===== src/rtl/note_sequencer_pkg.sv =====
// note_sequencer_pkg
//   Shared definitions for the note sequencer:
//   - seq_state_t : FSM state encoding (IDLE, FETCH, WAIT, LOAD, PLAY, DONE)
//   - ROM word width and the note/duration field positions
//   - song_rom_word() : the song table contents, indexed by song and entry
package note_sequencer_pkg;

  typedef enum logic [2:0] {
    IDLE  = 3'd0,
    FETCH = 3'd1,
    WAIT  = 3'd2,
    LOAD  = 3'd3,
    PLAY  = 3'd4,
    DONE  = 3'd5
  } seq_state_t;

  localparam int ROM_WORD_W = 12;
  localparam int FIELD_W    = 6;
  localparam int NOTE_MSB   = 11;
  localparam int NOTE_LSB   = 6;
  localparam int DUR_MSB    = 5;
  localparam int DUR_LSB    = 0;

  // Song table. A duration of 0 marks the end of a song; every entry not
  // listed reads as {0,0}, so unlisted songs end immediately.
  //   song 0 : {20,4} {22,2} {24,1} end
  //   song 1 : every entry i is {i+1, (i mod 4)+1}, no end marker
  //   song 2 : {40,3} end
  //   song 3 : {50,5} {51,6} end
  function automatic logic [ROM_WORD_W-1:0] song_rom_word(input int unsigned song,
                                                         input int unsigned index);
    logic [FIELD_W-1:0] note;
    logic [FIELD_W-1:0] dur;
    note = '0;
    dur  = '0;
    case (song)
      0: begin
        case (index)
          0: begin note = 6'd20; dur = 6'd4; end
          1: begin note = 6'd22; dur = 6'd2; end
          2: begin note = 6'd24; dur = 6'd1; end
          default: ;
        endcase
      end
      1: begin
        note = 6'(index + 1);
        dur  = 6'((index % 4) + 1);
      end
      2: begin
        if (index == 0) begin
          note = 6'd40;
          dur  = 6'd3;
        end
      end
      3: begin
        case (index)
          0: begin note = 6'd50; dur = 6'd5; end
          1: begin note = 6'd51; dur = 6'd6; end
          default: ;
        endcase
      end
      default: ;
    endcase
    return {note, dur};
  endfunction

endpackage


===== src/rtl/note_sequencer_if.sv =====
// note_sequencer_if
//   Bundles the sequencer's control inputs and note outputs.
//   master : controller side (drives play, next_song, note_done)
//   slave  : sequencer side (drives note/duration/strobe/status)
interface note_sequencer_if #(
  parameter int NUM_SONGS      = 4,
  parameter int NOTES_PER_SONG = 32
);
  localparam int SONG_W = (NUM_SONGS > 1) ? $clog2(NUM_SONGS) : 1;
  localparam int IDX_W  = (NOTES_PER_SONG > 1) ? $clog2(NOTES_PER_SONG) : 1;

  logic              play;
  logic              next_song;
  logic              note_done;
  logic [5:0]        note_to_load;
  logic [5:0]        duration_to_load;
  logic              load_new_note;
  logic              song_done;
  logic [SONG_W-1:0] current_song;
  logic [IDX_W-1:0]  note_index;

  modport master (
    output play, next_song, note_done,
    input  note_to_load, duration_to_load, load_new_note, song_done,
           current_song, note_index
  );

  modport slave (
    input  play, next_song, note_done,
    output note_to_load, duration_to_load, load_new_note, song_done,
           current_song, note_index
  );
endinterface


===== src/rtl/song_rom.sv =====
// song_rom
//   Synchronous-read song ROM with one cycle of latency.
//   clk   : clock
//   song  : song index (upper address bits)
//   index : entry index within the song (lower address bits)
//   data  : {note[11:6], duration[5:0]} for the address seen on the last edge
module song_rom
  import note_sequencer_pkg::*;
#(
  parameter int NUM_SONGS      = 4,
  parameter int NOTES_PER_SONG = 32,
  localparam int SONG_W = (NUM_SONGS > 1) ? $clog2(NUM_SONGS) : 1,
  localparam int IDX_W  = (NOTES_PER_SONG > 1) ? $clog2(NOTES_PER_SONG) : 1
) (
  input  logic                  clk,
  input  logic [SONG_W-1:0]     song,
  input  logic [IDX_W-1:0]      index,
  output logic [ROM_WORD_W-1:0] data
);

  // Registered read: the word appears the cycle after its address.
  always_ff @(posedge clk) begin
    data <= song_rom_word(32'(song), 32'(index));
  end

endmodule


===== src/rtl/note_sequencer.sv =====
// note_sequencer
//   Walks through a song in the song ROM, handing one note at a time to a
//   downstream note player and waiting for it to finish.
//   clk   : clock, rising edge
//   reset : asynchronous active-low reset
//   bus   : slave side of note_sequencer_if
//           in  play, next_song, note_done
//           out note_to_load, duration_to_load, load_new_note, song_done,
//               current_song, note_index
module note_sequencer
  import note_sequencer_pkg::*;
#(
  parameter int NUM_SONGS      = 4,
  parameter int NOTES_PER_SONG = 32
) (
  input  logic             clk,
  input  logic             reset,
  note_sequencer_if.slave  bus
);

  localparam int SONG_W = (NUM_SONGS > 1) ? $clog2(NUM_SONGS) : 1;
  localparam int IDX_W  = (NOTES_PER_SONG > 1) ? $clog2(NOTES_PER_SONG) : 1;
  localparam logic [IDX_W-1:0] LAST_INDEX = IDX_W'(NOTES_PER_SONG - 1);

  seq_state_t            state;
  logic [SONG_W-1:0]     current_song;
  logic [IDX_W-1:0]      note_index;
  logic                  armed;
  logic [5:0]            note_q;
  logic [5:0]            dur_q;
  logic                  load_q;
  logic                  done_q;
  logic [ROM_WORD_W-1:0] rom_data;

  // The ROM sees the current address every cycle; the word read during
  // FETCH is the one consumed in WAIT.
  song_rom #(
    .NUM_SONGS      (NUM_SONGS),
    .NOTES_PER_SONG (NOTES_PER_SONG)
  ) u_song_rom (
    .clk   (clk),
    .song  (current_song),
    .index (note_index),
    .data  (rom_data)
  );

  // Sequencer FSM with registered outputs. next_song takes priority over
  // everything else, including a note_done in the same cycle. In PLAY,
  // armed only sets after note_done is seen low, so a done level left over
  // from the previous note cannot advance the sequence.
  always_ff @(posedge clk or negedge reset) begin
    if (!reset) begin
      state        <= IDLE;
      current_song <= '0;
      note_index   <= '0;
      armed        <= 1'b0;
      note_q       <= '0;
      dur_q        <= '0;
      load_q       <= 1'b0;
      done_q       <= 1'b0;
    end else begin
      load_q <= 1'b0;
      if (bus.next_song) begin
        current_song <= current_song + 1'b1;
        note_index   <= '0;
        armed        <= 1'b0;
        done_q       <= 1'b0;
        state        <= FETCH;
      end else begin
        case (state)
          IDLE: begin
            if (bus.play) state <= FETCH;
          end
          FETCH: begin
            state <= WAIT;
          end
          WAIT: begin
            note_q <= rom_data[NOTE_MSB:NOTE_LSB];
            dur_q  <= rom_data[DUR_MSB:DUR_LSB];
            if (rom_data[DUR_MSB:DUR_LSB] == '0) begin
              done_q <= 1'b1;
              state  <= DONE;
            end else begin
              load_q <= 1'b1;
              state  <= LOAD;
            end
          end
          LOAD: begin
            armed <= 1'b0;
            state <= PLAY;
          end
          PLAY: begin
            if (!armed) begin
              if (!bus.note_done) armed <= 1'b1;
            end else if (bus.note_done) begin
              armed <= 1'b0;
              if (note_index == LAST_INDEX) begin
                done_q <= 1'b1;
                state  <= DONE;
              end else begin
                note_index <= note_index + 1'b1;
                state      <= FETCH;
              end
            end
          end
          DONE: begin
            state <= DONE;
          end
          default: begin
            state <= IDLE;
          end
        endcase
      end
    end
  end

  assign bus.note_to_load     = note_q;
  assign bus.duration_to_load = dur_q;
  assign bus.load_new_note    = load_q;
  assign bus.song_done        = done_q;
  assign bus.current_song     = current_song;
  assign bus.note_index       = note_index;

endmodule


===== src/flat_wrapper.sv =====
// flat-port wrapper written by rule: the top's interface ports become plain ports
module note_sequencer_flat import note_sequencer_pkg::*;
#(
  parameter int NUM_SONGS      = 4,
  parameter int NOTES_PER_SONG = 32
)
  (clk, reset, bus_play, bus_next_song, bus_note_done, bus_note_to_load, bus_duration_to_load, bus_load_new_note, bus_song_done, bus_current_song, bus_note_index);
  note_sequencer_if #(.NUM_SONGS(NUM_SONGS), .NOTES_PER_SONG(NOTES_PER_SONG)) bus_i ();
  input  logic clk;
  input  logic reset;
  input wire logic [$bits(bus_i.play)-1:0] bus_play;
  input wire logic [$bits(bus_i.next_song)-1:0] bus_next_song;
  input wire logic [$bits(bus_i.note_done)-1:0] bus_note_done;
  output wire logic [$bits(bus_i.note_to_load)-1:0] bus_note_to_load;
  output wire logic [$bits(bus_i.duration_to_load)-1:0] bus_duration_to_load;
  output wire logic [$bits(bus_i.load_new_note)-1:0] bus_load_new_note;
  output wire logic [$bits(bus_i.song_done)-1:0] bus_song_done;
  output wire logic [$bits(bus_i.current_song)-1:0] bus_current_song;
  output wire logic [$bits(bus_i.note_index)-1:0] bus_note_index;
  assign bus_i.play = bus_play;
  assign bus_i.next_song = bus_next_song;
  assign bus_i.note_done = bus_note_done;
  assign bus_note_to_load = bus_i.note_to_load;
  assign bus_duration_to_load = bus_i.duration_to_load;
  assign bus_load_new_note = bus_i.load_new_note;
  assign bus_song_done = bus_i.song_done;
  assign bus_current_song = bus_i.current_song;
  assign bus_note_index = bus_i.note_index;
  note_sequencer #(.NUM_SONGS(NUM_SONGS), .NOTES_PER_SONG(NOTES_PER_SONG)) u_core (.clk(clk), .reset(reset), .bus(bus_i));
endmodule

===== config.mk =====
export PLATFORM = sky130hd
export DESIGN_NAME = note_sequencer_flat
export DESIGN_NICKNAME = d
export VERILOG_FILES = /design/src/rtl/note_sequencer_pkg.sv /design/src/rtl/note_sequencer_if.sv /design/src/rtl/song_rom.sv /design/src/rtl/note_sequencer.sv /design/src/flat_wrapper.sv
export SDC_FILE = /design/constraint.sdc
export NUM_CORES = 1
export LEC_CHECK = 0
export CAP_MARGIN = 20
export CORE_MARGIN = 10
export CORE_UTILIZATION = 52
export DETAILED_ROUTE_END_ITERATION = 8
export GPL_TIMING_DRIVEN = 1
export PLACE_DENSITY = 0.88
export RECOVER_POWER = 25
export SLEW_MARGIN = 20
export SYNTH_ARGS = -nofsm -noshare
export SYNTH_HDL_FRONTEND = slang
export SYNTH_SLANG_ARGS = --single-unit

===== constraint.sdc =====
create_clock -name clk -period 2.9 [get_ports clk]
set_clock_uncertainty 0.2 [all_clocks]
set_input_delay 0.435 -clock clk [delete_from_list [all_inputs] [get_ports clk]]
set_output_delay 0.435 -clock clk [all_outputs]
set_load 0.01 [all_outputs]

==> results.yml, run 1 <==
status:
  status: "finished, final reports clean"
setup_path:
  critPathLaunchType: "flip-flop"
  critPathKind: "reg2reg"
  required_ns: 2.95
  cp_max_fo: 7
  end_kind: "flip-flop"
  rr_startpoint: "u_core.bus.note_index[0]"
  cp-startpoint: "u_core.bus.note_index[0]"
  arrival_ns: 2.37
floorplanning:
  die_width_um: 74.7
  core_area_sq_mm: 0.00281
  fp.dieH_um: 74.7
  std_cell_rows: 19
  io_pins: 26
  dieArea_sq_mm: 0.00558
  initial_core_util_pct: 55.4
global_routing:
  grt_overflow_total: 0
  track_usage_pct: 11.4
  antenna_found_initial: 0
  grt_max_degree: 23
  grt_pass1_wl_mm: 4.95
  grt_pass1_vias: 1109
synthesis:
  netlist_instances: 150
  async_flop_share_pct: 71.0
  synth_edf_count: 0
  synth-seq-area-share_pct: 47.0
  yosys.area.top_type: "dfrtp_1"
  synth_cell_types: 41
  synth_area_per_cell_sq_um: 10.4
  ys_ff_latch: 31
  synth_ff_type: "dfrtp_1"
  ys_top_cells_by_area: "dfrtp_1, dfxtp_1, mux2_2"
  syn_area_sq_mm: 0.00156
  yosysWarnings: 0
  synth.top_cell.area_share_pct: 35.4
cells_and_area:
  drive_gt1_share_pct: 13.1
  final_cell_mix: "dfrtp_1, clkdlybuf4s50_1, o21ai_0, a21oi_1, mux2_2"
  n_antenna_cell: 0
  final_common_cell: "dfrtp_1"
  layout.nets: 188
  area_growth_pct: 18.7
timing:
  layout_worst_path_cycle_share_pct: 80.1
  slew_headroom_pct: 21.4
  drv_slew: 0
  setup_viol: 0
  worst_pin_slew_ns: 1.18
  hold_viol_final: 0
  rsz0062_at_grt: "false"
  setup_tns_ns: 0
  fmax_mhz: 430
  hold_slack_ns: 0.254
  min_period_ns: 2.32
power:
  p_per_area_mw_per_mm2: 794
  ir_worst_vdd_mv: 0.443
  p_leak_nw: 0.788
placed_design:
  dpl.hpwl_mm: 2.30
  port_buffers: 22
  gp_congestion: 0.972
drt:
  drc: 0
  dr.pass1.iters: 4
  vias: 1178
  ant_nets: 0
  avgRoutedWirePerCell_um: 14.8
  vias_per_cell: 5.72
  finalWirelength_mm: 3.05
  drt_iter0_drc: 68
flow_run:
  maxCapViolCount: 0
hold_path:
  worst_hold_path_type: "reg2reg"
  min_from: "u_core.u_song_rom.data[10]"
clocking:
  clk_pin_slew_worst_paths_ns: 0.09
  clk_latency_ns: 0.32
  cts_tree: "yes"
  cts_buffers: 5
  cts_setup_buffers: 0
  root_buffer: "clkbuf_4"
  ctsResizeCount: 0
  clockBufferDepth: 2
  ctsHoldBuffers: 0
  cts.sinks: 31
  htree_num_levels: 2
## flip-flops by register name, summed over array words and instances, names as in the netlist
| register | cells |
|---|---|
| u_core.armed | 1 |
| u_core.bus.load_new_note | 1 |
| u_core.bus.duration_to_load | 3 |
| u_core.bus.current_song | 2 |
| u_core.bus.song_done | 1 |
| u_core.bus.note_index | 5 |
| u_core.bus.note_to_load | 6 |
| u_core.u_song_rom.data | 9 |
| u_core.state | 3 |
## cell families after synthesis
kind of cell    count (synthesis)  share of synthesized area [%]
simple gates                   40                           15.5
compound gates                 37                           14.7
flops                          31                           47.0
buf+inv                        17                           4.99
mux                            12                           8.61
fa+ha+maj                       9                           7.24
xor+xnor                        3                           1.69
other cells                     1                          0.241
## layer usage
metal  track usage [%]  routed length, um  part of all wire (%)
met1              12.4               1290                    42
met2              17.8               1410                    46
met3              6.04                273                   9.0
met4              6.09                 74                   2.4
met5                 0                  0                     0
## path summary, 6_finish.rpt
check	endpoint	slack, ns	cells past startpoint
worst max-delay path	u_core.bus.note_index[3]	0.58	6
worst min-delay path	u_core.bus.note_to_load[4]	0.25	1
worst max register to register	u_core.bus.note_index[3]	0.58	6
worst min register to register	u_core.bus.note_to_load[4]	0.25	1
max in group asynchronous	u_core.bus.note_to_load[0]	1.13	2
min in group asynchronous	u_core.bus.duration_to_load[1]	0.66	2
## cell usage after synthesis (2+ instances only)
master and number:
nor2b_1 4, nand3_1 7, nor3b_1 2, nor2_1 5, ha_1 9, nor3_1 3, o21a_1 2, dfrtp_1 22
mux2_2 11, a21oi_1 11, xor2_1 2, nand2_1 7, buf_2 2, a221oi_1 2, buf_4 3, nand2b_1 2
a211oi_1 2, o21ai_0 12, clkbuf_1 4, a22o_1 2, dfxtp_1 9, inv_1 8
## power breakdown
part	switching, W	total [W]	internal (W)
Clock	0.000136	0.000253	0.000117
Combinational	0.000258	0.000558	0.000300
Sequential	0.0000839	0.000654	0.000570
## through the flow
stage               util [%]  area (sq um)  power, W  instances  setup slack [ns]
finish                  65.8          1850   0.00147        206             0.576
global route            65.8          1850   0.00158        206             0.481
CTS                     65.9          1850   0.00148        206             0.572
detailed placement      63.8          1790   0.00123        198             0.608
global placement        63.8          1790   0.00120        198             0.645
floorplan                  -          1560  0.000990        152             0.724
## critical path: stages, from the launching register on
cell      delay [ns]
dfrtp_1         0.46
ha_1            0.29
and3_1          0.20
ha_1            0.20
nand3b_1        0.25
or4_1           0.50
a21oi_1         0.15
## area by class of cell
type                            count  area, sq um
Inverter                            8         30.0
Tap cell                           31         38.8
Timing Repair Buffer               24          231
Clock buffer                        7         55.1
Clock inverter                      1         5.00
Sequential cell                    31          731
Multi-Input combinational cell    104          754
Fill cell                         235          960
Note: power is estimated with default switching activity, not from simulation.
==> inputs of run 2 (changes only) <==
Settings changed: CORE_UTILIZATION 52 to 47, PLACE_DENSITY 0.88 to 0.85.
Clock period 2.9 ns to 2 ns, I/O delays scaled along.
==> run 2 against run 1 <==
Net effect: combinational power is 60% higher; sequential cell count stayed put; final cell count increased by 13%; design area grew 9.2%; critical endpoint unchanged; utilization decreased by 0.83 points; non-clock buffer count grew 14; critical path depth stayed put; maximum frequency grew 18%; largest power group unchanged; routed wire length increased by 21%.
==> results.yml, run 2 (same netlist as run 1, synthesis figures left out) <==
drt:
  vias_per_cell: 5.69
  drt_iter0_drc: 107
  vias: 1326
  ant_nets: 0
  finalWirelength_mm: 3.69
  dr.pass1.iters: 5
  drc: 0
  avgRoutedWirePerCell_um: 15.8
placed_design:
  dpl.hpwl_mm: 2.71
  gp_congestion: 0.924
  dp_cells: 225
  dp_worst_setup_slack_ns: 0.0536
  port_buffers: 22
  place_area_sq_mm: 0.00193
floorplanning:
  io_pins: 26
  die_width_um: 77.5
  std_cell_rows: 20
  fp.dieH_um: 77.5
  dieArea_sq_mm: 0.00601
  core_area_sq_mm: 0.00310
  initial_core_util_pct: 50.1
setup_path:
  crit_chain: "ha_4, and3_1, ha_2, nand3b_1, or4_1, a21oi_1"
  slowest_delay_ns: 0.44
  arrival_ns: 2.03
  critPathKind: "reg2reg"
  rr_startpoint: "u_core.bus.note_index[1]"
  r2r_cells: 6
  cp_num_buf_inv: 0
  cp_max_fo: 3
  cp-startpoint: "u_core.bus.note_index[1]"
  critPathLaunchType: "flip-flop"
  cp_slowest_cell: "dfrtp_2"
  cpLargestDelayFamily: "simple AND/OR/NAND/NOR gates"
  end_kind: "flip-flop"
  crit_cells: 6
  required_ns: 2.07
timing:
  fmax_mhz: 509
  slew_headroom_pct: 20.9
  layout_worst_path_cycle_share_pct: 98.2
  setup_viol: 0
  min_period_ns: 1.96
  setup_tns_ns: 0
  hold_slack_ns: 0.264
  drv_slew: 0
  rsz0062_at_grt: "false"
  fin_ws_ns: 0.0356
  hold_viol_final: 0
  worst_pin_slew_ns: 1.19
global_routing:
  grt_pass1_wl_mm: 5.98
  antenna_found_initial: 0
  grtUsageMet2_pct: 20.2
  top_usage_layer: "met2"
  grtUsageMet3_pct: 4.49
  grt_max_degree: 23
  grt_overflow_total: 0
  grt_util_met1_pct: 13.0
  grt_pass1_vias: 1299
  track_usage_pct: 12.3
cells_and_area:
  top_register: "u_core.u_song_rom.data"
  stdcell_count: 233
  register_area_sq_um: 733
  n_antenna_cell: 0
  final_common_cell: "clkdlybuf4s50_1"
  multi_input_area_sq_um: 772
  layout.nets: 202
  area_growth_pct: 29.6
  largest_register_ffs: 9
  final_cell_mix: "clkdlybuf4s50_1, dfrtp_1, buf_4, o21ai_0"
  num-fill-cells: 274
  drive_gt1_share_pct: 22.8
  final_area_sq_mm: 0.00202
clocking:
  htree_num_levels: 2
  cts_buffers: 5
  clk_latency_ns: 0.34
  root_buffer: "clkbuf_4"
  ctsHoldBuffers: 0
  cts_tree: "yes"
  cts_setup_buffers: 0
  cts.sinks: 31
  ctsResizeCount: 0
  clockBufferDepth: 2
  clk_pin_slew_worst_paths_ns: 0.10
power:
  p_comb_share_pct: 38.4
  p_per_area_mw_per_mm2: 1160
  pwr-share-seq_pct: 39.7
  p_leak_nw: 0.881
  p_clk_share_pct: 21.9
  switching_share_pct: 31.9
  p_sw_w: 0.000744
  ir_worst_vdd_mv: 0.423
  power.internal_w: 0.00159
flow_run:
  maxCapViolCount: 0
hold_path:
  min_from: "u_core.u_song_rom.data[9]"
  worst_hold_path_type: "reg2reg"
  holdPathStages: 1
status:
  status: "finished, final reports clean"
[run 2: cell types whose count changed in the layout (fill, tap and decap cells not counted), sizes merged]
| cell | previous run | this run |
|---|---|---|
| buf | 1 | 15 |
| bufinv | 0 | 1 |
| clkbuf | 8 | 7 |
| dlygate4sd3 | 1 | 0 |
| dlymetal6s2s | 0 | 1 |
[run 2: cell type report]
| class | instances | area share (%) |
|---|---|---|
| clock buffers | 6 | 2.55 |
| clock inverters | 2 | 1.74 |
| inverters | 8 | 1.49 |
| multi-input cells | 104 | 38.3 |
| flip-flops and latches | 31 | 36.4 |
| well taps | 44 | 2.73 |
| repair buffers | 38 | 16.8 |
[run 2: routing by layer]
layer / wire length, um / part of all wire (%) / up-vias
met2: 1750 / 48 / 60
met1: 1470 / 40 / 639
met5: 0 / 0 / -
met4: 153 / 4.2 / 0
met3: 314 / 8.5 / 25
li1: - / - / 602
[run 2: per-stage QoR]
step / utilization, % / power [W]
final: 65.0 / 0.00233
after global routing: 65.0 / 0.00248
after global placement: 62.1 / 0.00177
after detailed placement: 62.1 / 0.00183
after CTS: 64.8 / 0.00235
after floorplan: - / 0.00143
[run 2: final timing paths]
kind                                         endpoint  slack (ns)
min                        u_core.bus.note_to_load[3]        0.26
min in group asynchronous  u_core.bus.current_song[0]        0.44
min reg2reg                u_core.bus.note_to_load[3]        0.26
max in group asynchronous    u_core.bus.note_index[0]        0.37
max reg2reg                  u_core.bus.note_index[3]        0.04
max                          u_core.bus.note_index[3]        0.04
[run 2: power by group through the flow]
| stage | clock network (W) | registers [W] | logic (W) |
|---|---|---|---|
| final | 0.000510 | 0.000926 | 0.000895 |
| after global routing | 0.000550 | 0.000954 | 0.000977 |
| after CTS | 0.000525 | 0.000930 | 0.000896 |
| after detailed placement | 0 | 0.000944 | 0.000886 |
| after global placement | 0 | 0.000928 | 0.000847 |
| after floorplan | 0 | 0.000977 | 0.000457 |
